## src/rtl/dateinfo_pkg.sv

```systemverilog
// Shared calendar definitions: FSM state type, BCD constants and the
// digit-wise BCD helpers used by both the stepper and its date-step logic.
package dateinfo_pkg;

  typedef enum logic [2:0] {
    IDLE,
    STEP,
    EMIT_D,
    EMIT_M,
    EMIT_Y
  } state_t;

  localparam logic [7:0] BCD_ONE = 8'h01;
  localparam logic [7:0] BCD_JAN = 8'h01;
  localparam logic [7:0] BCD_FEB = 8'h02;
  localparam logic [7:0] BCD_MAR = 8'h03;
  localparam logic [7:0] BCD_APR = 8'h04;
  localparam logic [7:0] BCD_MAY = 8'h05;
  localparam logic [7:0] BCD_JUN = 8'h06;
  localparam logic [7:0] BCD_JUL = 8'h07;
  localparam logic [7:0] BCD_AUG = 8'h08;
  localparam logic [7:0] BCD_SEP = 8'h09;
  localparam logic [7:0] BCD_OCT = 8'h10;
  localparam logic [7:0] BCD_NOV = 8'h11;
  localparam logic [7:0] BCD_DEC = 8'h12;
  localparam logic [7:0] BCD_28  = 8'h28;
  localparam logic [7:0] BCD_29  = 8'h29;
  localparam logic [7:0] BCD_30  = 8'h30;
  localparam logic [7:0] BCD_31  = 8'h31;
  localparam logic [7:0] BCD_99  = 8'h99;

  // Two-digit BCD increment, 99 wraps to 00.
  function automatic logic [7:0] bcd_inc(input logic [7:0] v);
    logic [7:0] r;
    if (v == BCD_99)          r = 8'h00;
    else if (v[3:0] == 4'd9)  r = {v[7:4] + 4'd1, 4'd0};
    else                      r = {v[7:4], v[3:0] + 4'd1};
    return r;
  endfunction

  // Two-digit BCD decrement, 00 wraps to 99.
  function automatic logic [7:0] bcd_dec(input logic [7:0] v);
    logic [7:0] r;
    if (v == 8'h00)           r = BCD_99;
    else if (v[3:0] == 4'd0)  r = {v[7:4] - 4'd1, 4'd9};
    else                      r = {v[7:4], v[3:0] - 4'd1};
    return r;
  endfunction

  // Both nibbles are decimal digits.
  function automatic logic bcd_ok(input logic [7:0] v);
    return (v[7:4] <= 4'd9) && (v[3:0] <= 4'd9);
  endfunction

  // year mod 4 == 0 from the digits: even tens needs units 0/4/8,
  // odd tens needs units 2/6.
  function automatic logic leap_year(input logic [7:0] y);
    logic r;
    if (!y[4]) r = (y[3:0] == 4'd0) || (y[3:0] == 4'd4) || (y[3:0] == 4'd8);
    else       r = (y[3:0] == 4'd2) || (y[3:0] == 4'd6);
    return r;
  endfunction

  // Length of a month in BCD, February corrected for leap years.
  function automatic logic [7:0] days_in_month(input logic [7:0] m, input logic [7:0] y);
    logic [7:0] r;
    case (m)
      BCD_APR, BCD_JUN, BCD_SEP, BCD_NOV: r = BCD_30;
      BCD_FEB:                            r = leap_year(y) ? BCD_29 : BCD_28;
      default:                            r = BCD_31;
    endcase
    return r;
  endfunction

endpackage

```

## src/rtl/bcd_date_step.sv

```systemverilog
// Combinational one-day step of a BCD date/month/year, forward or backward.
module bcd_date_step
  import dateinfo_pkg::*;
(
  input  logic [7:0] date,
  input  logic [7:0] month,
  input  logic [7:0] year,
  input  logic       down,
  output logic [7:0] next_date,
  output logic [7:0] next_month,
  output logic [7:0] next_year
);

  // Roll date into month and month into year; backward steps take the
  // length of the month being entered.
  always_comb begin
    next_date  = date;
    next_month = month;
    next_year  = year;
    if (!down) begin
      if (date < days_in_month(month, year)) begin
        next_date = bcd_inc(date);
      end else begin
        next_date = BCD_ONE;
        if (month == BCD_DEC) begin
          next_month = BCD_JAN;
          next_year  = bcd_inc(year);
        end else begin
          next_month = bcd_inc(month);
        end
      end
    end else begin
      if (date > BCD_ONE) begin
        next_date = bcd_dec(date);
      end else begin
        if (month == BCD_JAN) begin
          next_month = BCD_DEC;
          next_year  = bcd_dec(year);
        end else begin
          next_month = bcd_dec(month);
        end
        next_date = days_in_month(next_month, next_year);
      end
    end
  end

endmodule

```

## src/rtl/date_stepper.sv

```systemverilog
// BCD calendar register with day stepping, validated loads and a
// date/month/year byte stream after every accepted change.
module date_stepper
  import dateinfo_pkg::*;
#(
  parameter logic [7:0] RESET_DATE  = 8'h01,
  parameter logic [7:0] RESET_MONTH = 8'h01,
  parameter logic [7:0] RESET_YEAR  = 8'h00
) (
  input  logic       clk,
  input  logic       rst_n,
  input  logic       load,
  input  logic [7:0] load_date,
  input  logic [7:0] load_month,
  input  logic [7:0] load_year,
  input  logic       inc,
  input  logic       dec,
  output logic [7:0] date,
  output logic [7:0] month,
  output logic [7:0] year,
  output logic       busy,
  output logic       err,
  output logic [7:0] out_data,
  output logic       out_valid,
  output logic       out_last,
  input  logic       out_ready
);

  state_t     state;
  logic       cmd_load;
  logic       cmd_down;
  logic [7:0] ld_date, ld_month, ld_year;
  logic [7:0] step_date, step_month, step_year;
  logic [7:0] nxt_date, nxt_month, nxt_year;
  logic       load_ok;

  bcd_date_step u_step (
    .date       (date),
    .month      (month),
    .year       (year),
    .down       (cmd_down),
    .next_date  (step_date),
    .next_month (step_month),
    .next_year  (step_year)
  );

  // A load is accepted only if every field is a real calendar value.
  always_comb begin
    load_ok = bcd_ok(load_year) && bcd_ok(load_month) && bcd_ok(load_date) &&
              (load_month >= BCD_JAN) && (load_month <= BCD_DEC) &&
              (load_date >= BCD_ONE) &&
              (load_date <= days_in_month(load_month, load_year));
  end

  // Value committed in STEP: the captured load or the stepped date.
  always_comb begin
    nxt_date  = cmd_load ? ld_date  : step_date;
    nxt_month = cmd_load ? ld_month : step_month;
    nxt_year  = cmd_load ? ld_year  : step_year;
  end

  // Hold load operands from the accept edge until STEP commits them.
  always_ff @(posedge clk) begin
    if (state == IDLE && load) begin
      ld_date  <= load_date;
      ld_month <= load_month;
      ld_year  <= load_year;
    end
  end

  // Command FSM: accept in IDLE, commit in STEP, then stream three bytes.
  always_ff @(posedge clk or negedge rst_n) begin
    if (!rst_n) begin
      state     <= IDLE;
      date      <= RESET_DATE;
      month     <= RESET_MONTH;
      year      <= RESET_YEAR;
      cmd_load  <= 1'b0;
      cmd_down  <= 1'b0;
      busy      <= 1'b0;
      err       <= 1'b0;
      out_data  <= 8'h00;
      out_valid <= 1'b0;
      out_last  <= 1'b0;
    end else begin
      err <= 1'b0;
      case (state)
        IDLE: begin
          if (load) begin
            if (load_ok) begin
              cmd_load <= 1'b1;
              busy     <= 1'b1;
              state    <= STEP;
            end else begin
              err <= 1'b1;
            end
          end else if (inc && !dec) begin
            cmd_load <= 1'b0;
            cmd_down <= 1'b0;
            busy     <= 1'b1;
            state    <= STEP;
          end else if (dec && !inc) begin
            cmd_load <= 1'b0;
            cmd_down <= 1'b1;
            busy     <= 1'b1;
            state    <= STEP;
          end
        end
        STEP: begin
          date      <= nxt_date;
          month     <= nxt_month;
          year      <= nxt_year;
          out_data  <= nxt_date;
          out_valid <= 1'b1;
          out_last  <= 1'b0;
          state     <= EMIT_D;
        end
        EMIT_D: begin
          if (out_ready) begin
            out_data <= month;
            state    <= EMIT_M;
          end
        end
        EMIT_M: begin
          if (out_ready) begin
            out_data <= year;
            out_last <= 1'b1;
            state    <= EMIT_Y;
          end
        end
        EMIT_Y: begin
          if (out_ready) begin
            out_data  <= 8'h00;
            out_valid <= 1'b0;
            out_last  <= 1'b0;
            busy      <= 1'b0;
            state     <= IDLE;
          end
        end
        default: state <= IDLE;
      endcase
    end
  end

endmodule

```

## config.mk

```make
export PLATFORM = sky130hd
export DESIGN_NAME = date_stepper
export DESIGN_NICKNAME = d
export VERILOG_FILES = /design/src/rtl/dateinfo_pkg.sv /design/src/rtl/bcd_date_step.sv /design/src/rtl/date_stepper.sv
export SDC_FILE = /design/constraint.sdc
export NUM_CORES = 1
export LEC_CHECK = 0
export ABC_AREA = 1
export ABC_CLOCK_PERIOD_IN_PS = 4550
export CORE_UTILIZATION = 59
export CTS_CLUSTER_SIZE = 24
export DETAILED_ROUTE_END_ITERATION = 6
export GPL_ROUTABILITY_DRIVEN = 0
export PLACE_DENSITY = 0.86
export RECOVER_POWER = 50
export SYNTH_ARGS = -nofsm -noshare
export SYNTH_HDL_FRONTEND = slang
export SYNTH_SLANG_ARGS = --single-unit
```

## constraint.sdc

```tcl
create_clock -name clk -period 4.55 [get_ports clk]
set_input_delay 0.6825 -clock clk [delete_from_list [all_inputs] [get_ports clk]]
set_output_delay 0.6825 -clock clk [all_outputs]
set_load 0.03 [all_outputs]
```

Yosys cells after proc, flatten, opt, wreduce, memory -nomap -nowiden
Cells that the tools add are included.

storage, ports and cells
  input bits = 30
  bits in registers = 65

cells by class
  add/sub/neg operators = 12
  reductions and logical operators = 56
  order comparisons = 12
  equal/unequal tests = 49
  bitwise operators = 1
  mux-type cells = 76

operators with widths
  cell                                                               number
  2-to-1 mux 8 bit                                                   36
  == test 8 x 3 -> 1 bit, second input constant                      6
  == test 8 x 5 -> 1 bit, second input constant                      4
  case mux 8 bit (2 select lines)                                    2
  case mux 8 bit (4 select lines)                                    1
  2-to-1 mux 1 bit                                                   25
  adder 4 x 1 -> 4 bit, second input constant                        6
  == test 4 x 3 -> 1 bit, second input constant                      6
  == test 4 bit, second input constant                               6
  == test 8 x 2 -> 1 bit, second input constant                      3
  == test 8 x 4 -> 1 bit, second input constant                      3
  == test 8 bit, second input constant                               3
  less-or-equal comparator 4 bit, second input constant              6
  zero test 8 bit                                                    3
  subtractor 4 x 1 -> 4 bit, second input constant                   6
  2-to-1 mux 3 bit                                                   7
  zero test 4 bit                                                    5
  greater-or-equal comparator 8 x 1 -> 1 bit, second input constant  2
  AND reduction 4 bit                                                4
  case mux 3 bit (5 select lines)                                    1
  == test 4 x 2 -> 1 bit, second input constant                      3
  logical AND 1 bit                                                  12
  AND reduction 3 bit                                                4
  OR reduction 4 bit                                                 3
  other kinds (27)                                                   49

Longest topological paths before layout
  depth after elaboration = 19
  mapped depth = 17
  mapped depth without buffers = 17

Hierarchy
A second synthesis with hierarchy kept.

second synthesis, totals
  cells, all modules = 782
  area total of the unflattened synthesis = 5230.0 sq um

modules (own cells, without submodules)
  module         seq. area each (sq um)  cells an instance  times used  area each (sq um)
  date_stepper   1749.2                  349                1           3093.0
  bcd_date_step  0.0                     433                1           2137.0

Least setup slack after synthesis
OpenSTA, ideal clock, no wires.

  kind = in2reg
  start point = input port load_month[5]
  end point = register state[1]
  stages = 14
  setup slack = 1.785 ns
  data required time = 4.431 ns
  data arrival time = 2.646 ns
  cells stage by stage = nor3_1 > nand2_1 > nor2_1 > inv_1 > a31oi_1 > a311oi_1 > ha_1 > a32o_1 > nand2_1 > o211ai_1 > nand3_1 > o21ai_0 > nand3_1 > o21a_1

on the way
  cells in the longest elaborated chain, start to end = 10

RTL lines
  what                                                                    line                 text
  start, declared                                                         date_stepper.sv:14   input logic [7:0] load_month,
  branches (longest 7 deep; another with less-or-equal comparator 8 bit)  -
  logical AND 1 bit *                                                     date_stepper.sv:51   (load_date >= BCD_ONE) &&
  inequality test 3 bit (no source line) *                                -
  AND reduction 5 bit (no source line) *                                  -
  end signal, assigned                                                    date_stepper.sv:74   state <= IDLE;
  end signal, assigned                                                    date_stepper.sv:93   state <= STEP;
  end signal, assigned                                                    date_stepper.sv:101  state <= STEP;
  end, declared                                                           date_stepper.sv:29   state_t state;

Mark *: on every way between the ends.
A chain may end at the register's enable or synchronous reset.

Final worst setup path
  start point = input port load_month[7]
  end point = register state[1]

Same word-level chain as after synthesis.

==> Flow_metrics.wiki <==
{| class="wikitable"
! Metric !! Value
|-
| Outcome || complete, but fails checks
|-
| Failing checks || max-capacitance violations, max-slew violations
|-
| Pwr Total || 4.18 mW
|-
| Startpoint of the worst-slack reg-to-reg timing path || state[1]
|-
| Number of distinct library cells after synthesis || 45
|-
| Area growth, synth to finish || 21.2%
|-
| Required @ worst endpoint || 4.80 ns
|-
| Minimum setup slack among reg-to-reg paths || 1.36 ns
|-
| Capturing instance or port of the critical path || state[1]
|-
| Yosys warning count || 0
|-
| RSZ-0062 raised after global routing || no
|-
| CP peak stage delay || 0.58 ns
|-
| Number of nets produced by synthesis || 655
|-
| Leakage dissipation || 2.44 nW
|-
| FILL cells || 601
|-
| Number of iterations in the first detailed-routing pass || 5
|-
| Routed wire length per instance || 16.1 um
|-
| Setup crit start || load_month[7]
|-
| Kind of end point of the critical path || register
|-
| Maximum buffer depth of the clock tree || 2
|-
| Synth Register Bits || 65
|-
| Power Density || 771 nW/um^2
|-
| Max-slew violation total from the final report || 42
|-
| Category of the critical setup timing path || in2reg
|-
| Number of hold buffers added after cts || 0
|-
| Dominant combinational cell family by area after synthesis || simple AND/OR/NAND/NOR gates
|-
| Total CTS buffers || 9
|-
| Number of cells produced by synthesis || 605
|-
| Synth Area in Compound Gates || 0.163
|-
| Fraction of registers with async set or reset after synthesis || 0.631
|-
| Endpoint of the worst-slack reg-to-reg timing path || out_data[5]
|-
| Floorplan die height || 89.1 um
|-
| Actual slew at the worst max-slew pin || 2.29 ns
|-
| Final-layout setup total negative slack || 0 ns
|-
| # Post-CTS Setup Buffers || 0
|-
| Number of enable flip-flop cells after synthesis || 24
|-
| Post-route ant nets || 0
|-
| Count of endpoints failing hold in the final timing report || 0
|-
| Reg2reg path depth || 7
|-
| Synthesized area || 4480 um^2
|-
| Via count normalized by instance count || 5.97
|-
| Final setup skew || 0.00727 ns
|-
| Worst min path class || reg2reg
|-
| Detailed Route Iter0 Violations || 500
|-
| Critical path cell sequence || dlygate4sd3_1 -> nor3_1 -> nand2_1 -> nor2_1 -> inv_1 -> a31oi_1 -> a311oi_1 -> ha_1 -> a32o_1 -> nand2_1 -> o211ai_1 -> nand3_1 -> o21ai_0 -> nand3_1 -> o21a_1
|-
| Sequential cell area || 1750 um^2
|-
| Die area || 7950 um^2
|-
| Number of antenna diodes || 0
|-
| Post-layout min period || 3.43 ns
|-
| Multi-input gate area in the final layout || 2380 um^2
|-
| Share of post-route cells with drive strength above 1 || 0.0691
|-
| Cell chosen for the clock root || sky130_fd_sc_hd__clkbuf_8
|-
| Leading cell types in the layout, fill and taps excluded || sky130_fd_sc_hd__nand2_1, sky130_fd_sc_hd__inv_1, sky130_fd_sc_hd__nor2_1
|-
| Worst Setup Start Kind || input port
|-
| Share of synthesized area spent on multiplexers || 0.00223
|-
| X dimension of the die || 89.1 um
|-
| Commonest non-fill, non-tap cell in the layout || sky130_fd_sc_hd__nand2_1
|-
| Largest net degree at the start of global routing || 42
|-
| Simple-gate share of the synthesized area || 0.287
|-
| Clk Latency, worst-skew pair || 0.35 ns
|-
| Final clock period utilization by the worst path || 0.755
|-
| Per-instance average area after synthesis || 7.41 um^2
|-
| F_max || 0.291 GHz
|-
| Number of buffers inserted by port buffering || 65
|-
| CTS tree || done
|-
| Detailed-route via count || 4,648
|-
| Floorplan core area || 7290 um^2
|-
| Cell area after placement || 5240 um^2
|-
| Number of top-level pins || 66
|-
| Total wire length || 12,600 um
|-
| Global-route wire length before repair || 20,200 um
|-
| Data arrival time of the critical path || 3.68 ns
|-
| Antenna violations before repair || 0
|-
| Part of the Yosys area used for sequential elements || 0.390
|-
| Number of max-cap violations || 1
|-
| Worst-path fanout max || 3
|-
| Cell Count Post-Placement || 763
|-
| Final global-route overflow total || 0
|-
| Number of standard-cell rows in the floorplan || 31
|-
| Arithmetic-cell share of the synthesized area counting full adders, half adders and majority gates || 0.0559
|-
| Cell at the slowest stage of the critical path || sky130_fd_sc_hd__dlygate4sd3_1
|-
| Final setup violation count || 0
|-
| CTS H-tree lvls || 3
|-
| Post-DP HPWL || 9650 um
|-
| Clock input transition at the sequential cells of the worst setup and hold paths || 0.07 ns
|-
| Worst IR Drop VDD || 0.305 mV
|-
| Starting density of the core || 0.614
|-
| Number of global-route vias before repair || 4,336
|-
| Residual DRC || 0
|-
| Number of clock sinks || 65
|-
| Post-route cell area || 5430 um^2
|-
| Count of non-filler cells in the finished layout || 779
|-
| Ys flop type || sky130_fd_sc_hd__dfrtp_1
|-
| Area share of xor/xnor cells in the synthesized design || 0.0235
|-
| # resized after CTS || 0
|-
| Layout net count || 725
|-
| Worst-case headroom to the max-slew limit || -0.527
|-
| Aggregate global-route resource usage || 0.340
|}
through the flow:
stage          hold slack (ns)   util  setup slack [ns]
2_1_floorplan            0.387      -              1.79
6_report                 0.496  0.745              1.12
4_1_cts                  0.506  0.746              1.29
3_3_place_gp             0.487  0.718              1.10
5_1_grt                  0.544  0.745             0.859
3_5_place_dp             0.489  0.718             0.927
state kept, by name (all words and copies together) (netlist names), 3 cells and up:
register / count
date: 8
ld_date: 8
ld_month: 8
ld_year: 8
month: 8
out_data: 8
state: 3
year: 8
cell families (layout without fill, tap and decap cells):
logic type | Yosys count | in the layout
DFF | 65 | 65
muxes | 1 | 1
xor gates and xnor gates | 12 | 12
and+or+nand+nor | 295 | 295
buffers and inverters | 92 | 167
AOI/OAI and AO/OA | 120 | 120
adders and majority gates | 20 | 20
cells in the mapped netlist, drive strengths merged (2+ instances only):
master  count  area [um^2]
a32oi       2         17.5
a221oi      7         61.3
o21a        3         22.5
o21ai      56          280
edfxtp     24          721
o221ai      5         43.8
clkbuf      6         22.5
a31oi       3         18.8
nor3        9         60.1
nor2       73          312
inv        84          318
a21oi      24          128
nand4       4         25.0
dfrtp      39          976
xnor2       2         17.5
buf         2         10.0
xor2       10         87.6
o211ai      8         60.1
nand2     156          608
ha         20          250
nor4        2         12.5
nand3      50          255
dfstp       2         52.6
o22ai       3         18.8
metal layers:
layer / routed length [um] / part of all wire / global-route usage
met5: 0 / 0 / 0
met1: 5110 / 0.41 / 0.442
met2: 5830 / 0.46 / 0.539
met4: 537 / 0.043 / 0.196
met3: 1080 / 0.086 / 0.0572
area by class of cell:
type / instances / area share
Sequential cell: 65 / 0.322
Clock buffer: 12 / 0.0286
Inverter: 84 / 0.0585
Multi-Input combinational cell: 448 / 0.438
Tap cell: 99 / 0.0228
Clock inverter: 4 / 0.00945
Timing Repair Buffer: 67 / 0.121
how the worst min path moves through the flow:
stage,startpoint,end,slack (ns),cells after the start
after floorplan,rst_n,busy,0.39,0
after global placement,out_valid,out_valid,0.49,2
after detailed placement,out_data[7],out_data[7],0.49,2
after CTS,rst_n,date[6],0.51,1
after global routing,out_data[7],out_data[7],0.54,2
final,out_data[7],out_data[7],0.50,2
worst max-delay path, delay by kind of cell:
family / cells / cell delay, ns
AO/OA/AOI/OAI: 6 / 1.00
adder cells (fa/ha/maj): 1 / 0.30
buffers and inverters: 2 / 0.66
AND/OR/NAND/NOR: 6 / 1.04
report_power, final:
| group | switching (mW) | internal [mW] | total [mW] |
|---|---|---|---|
| Clock | 0.228 | 0.283 | 0.511 |
| Sequential | 0.274 | 0.833 | 1.11 |
| Combinational | 1.70 | 0.868 | 2.57 |
| Total | 2.20 | 1.98 | 4.18 |
Power figures use the tool's default switching activity.
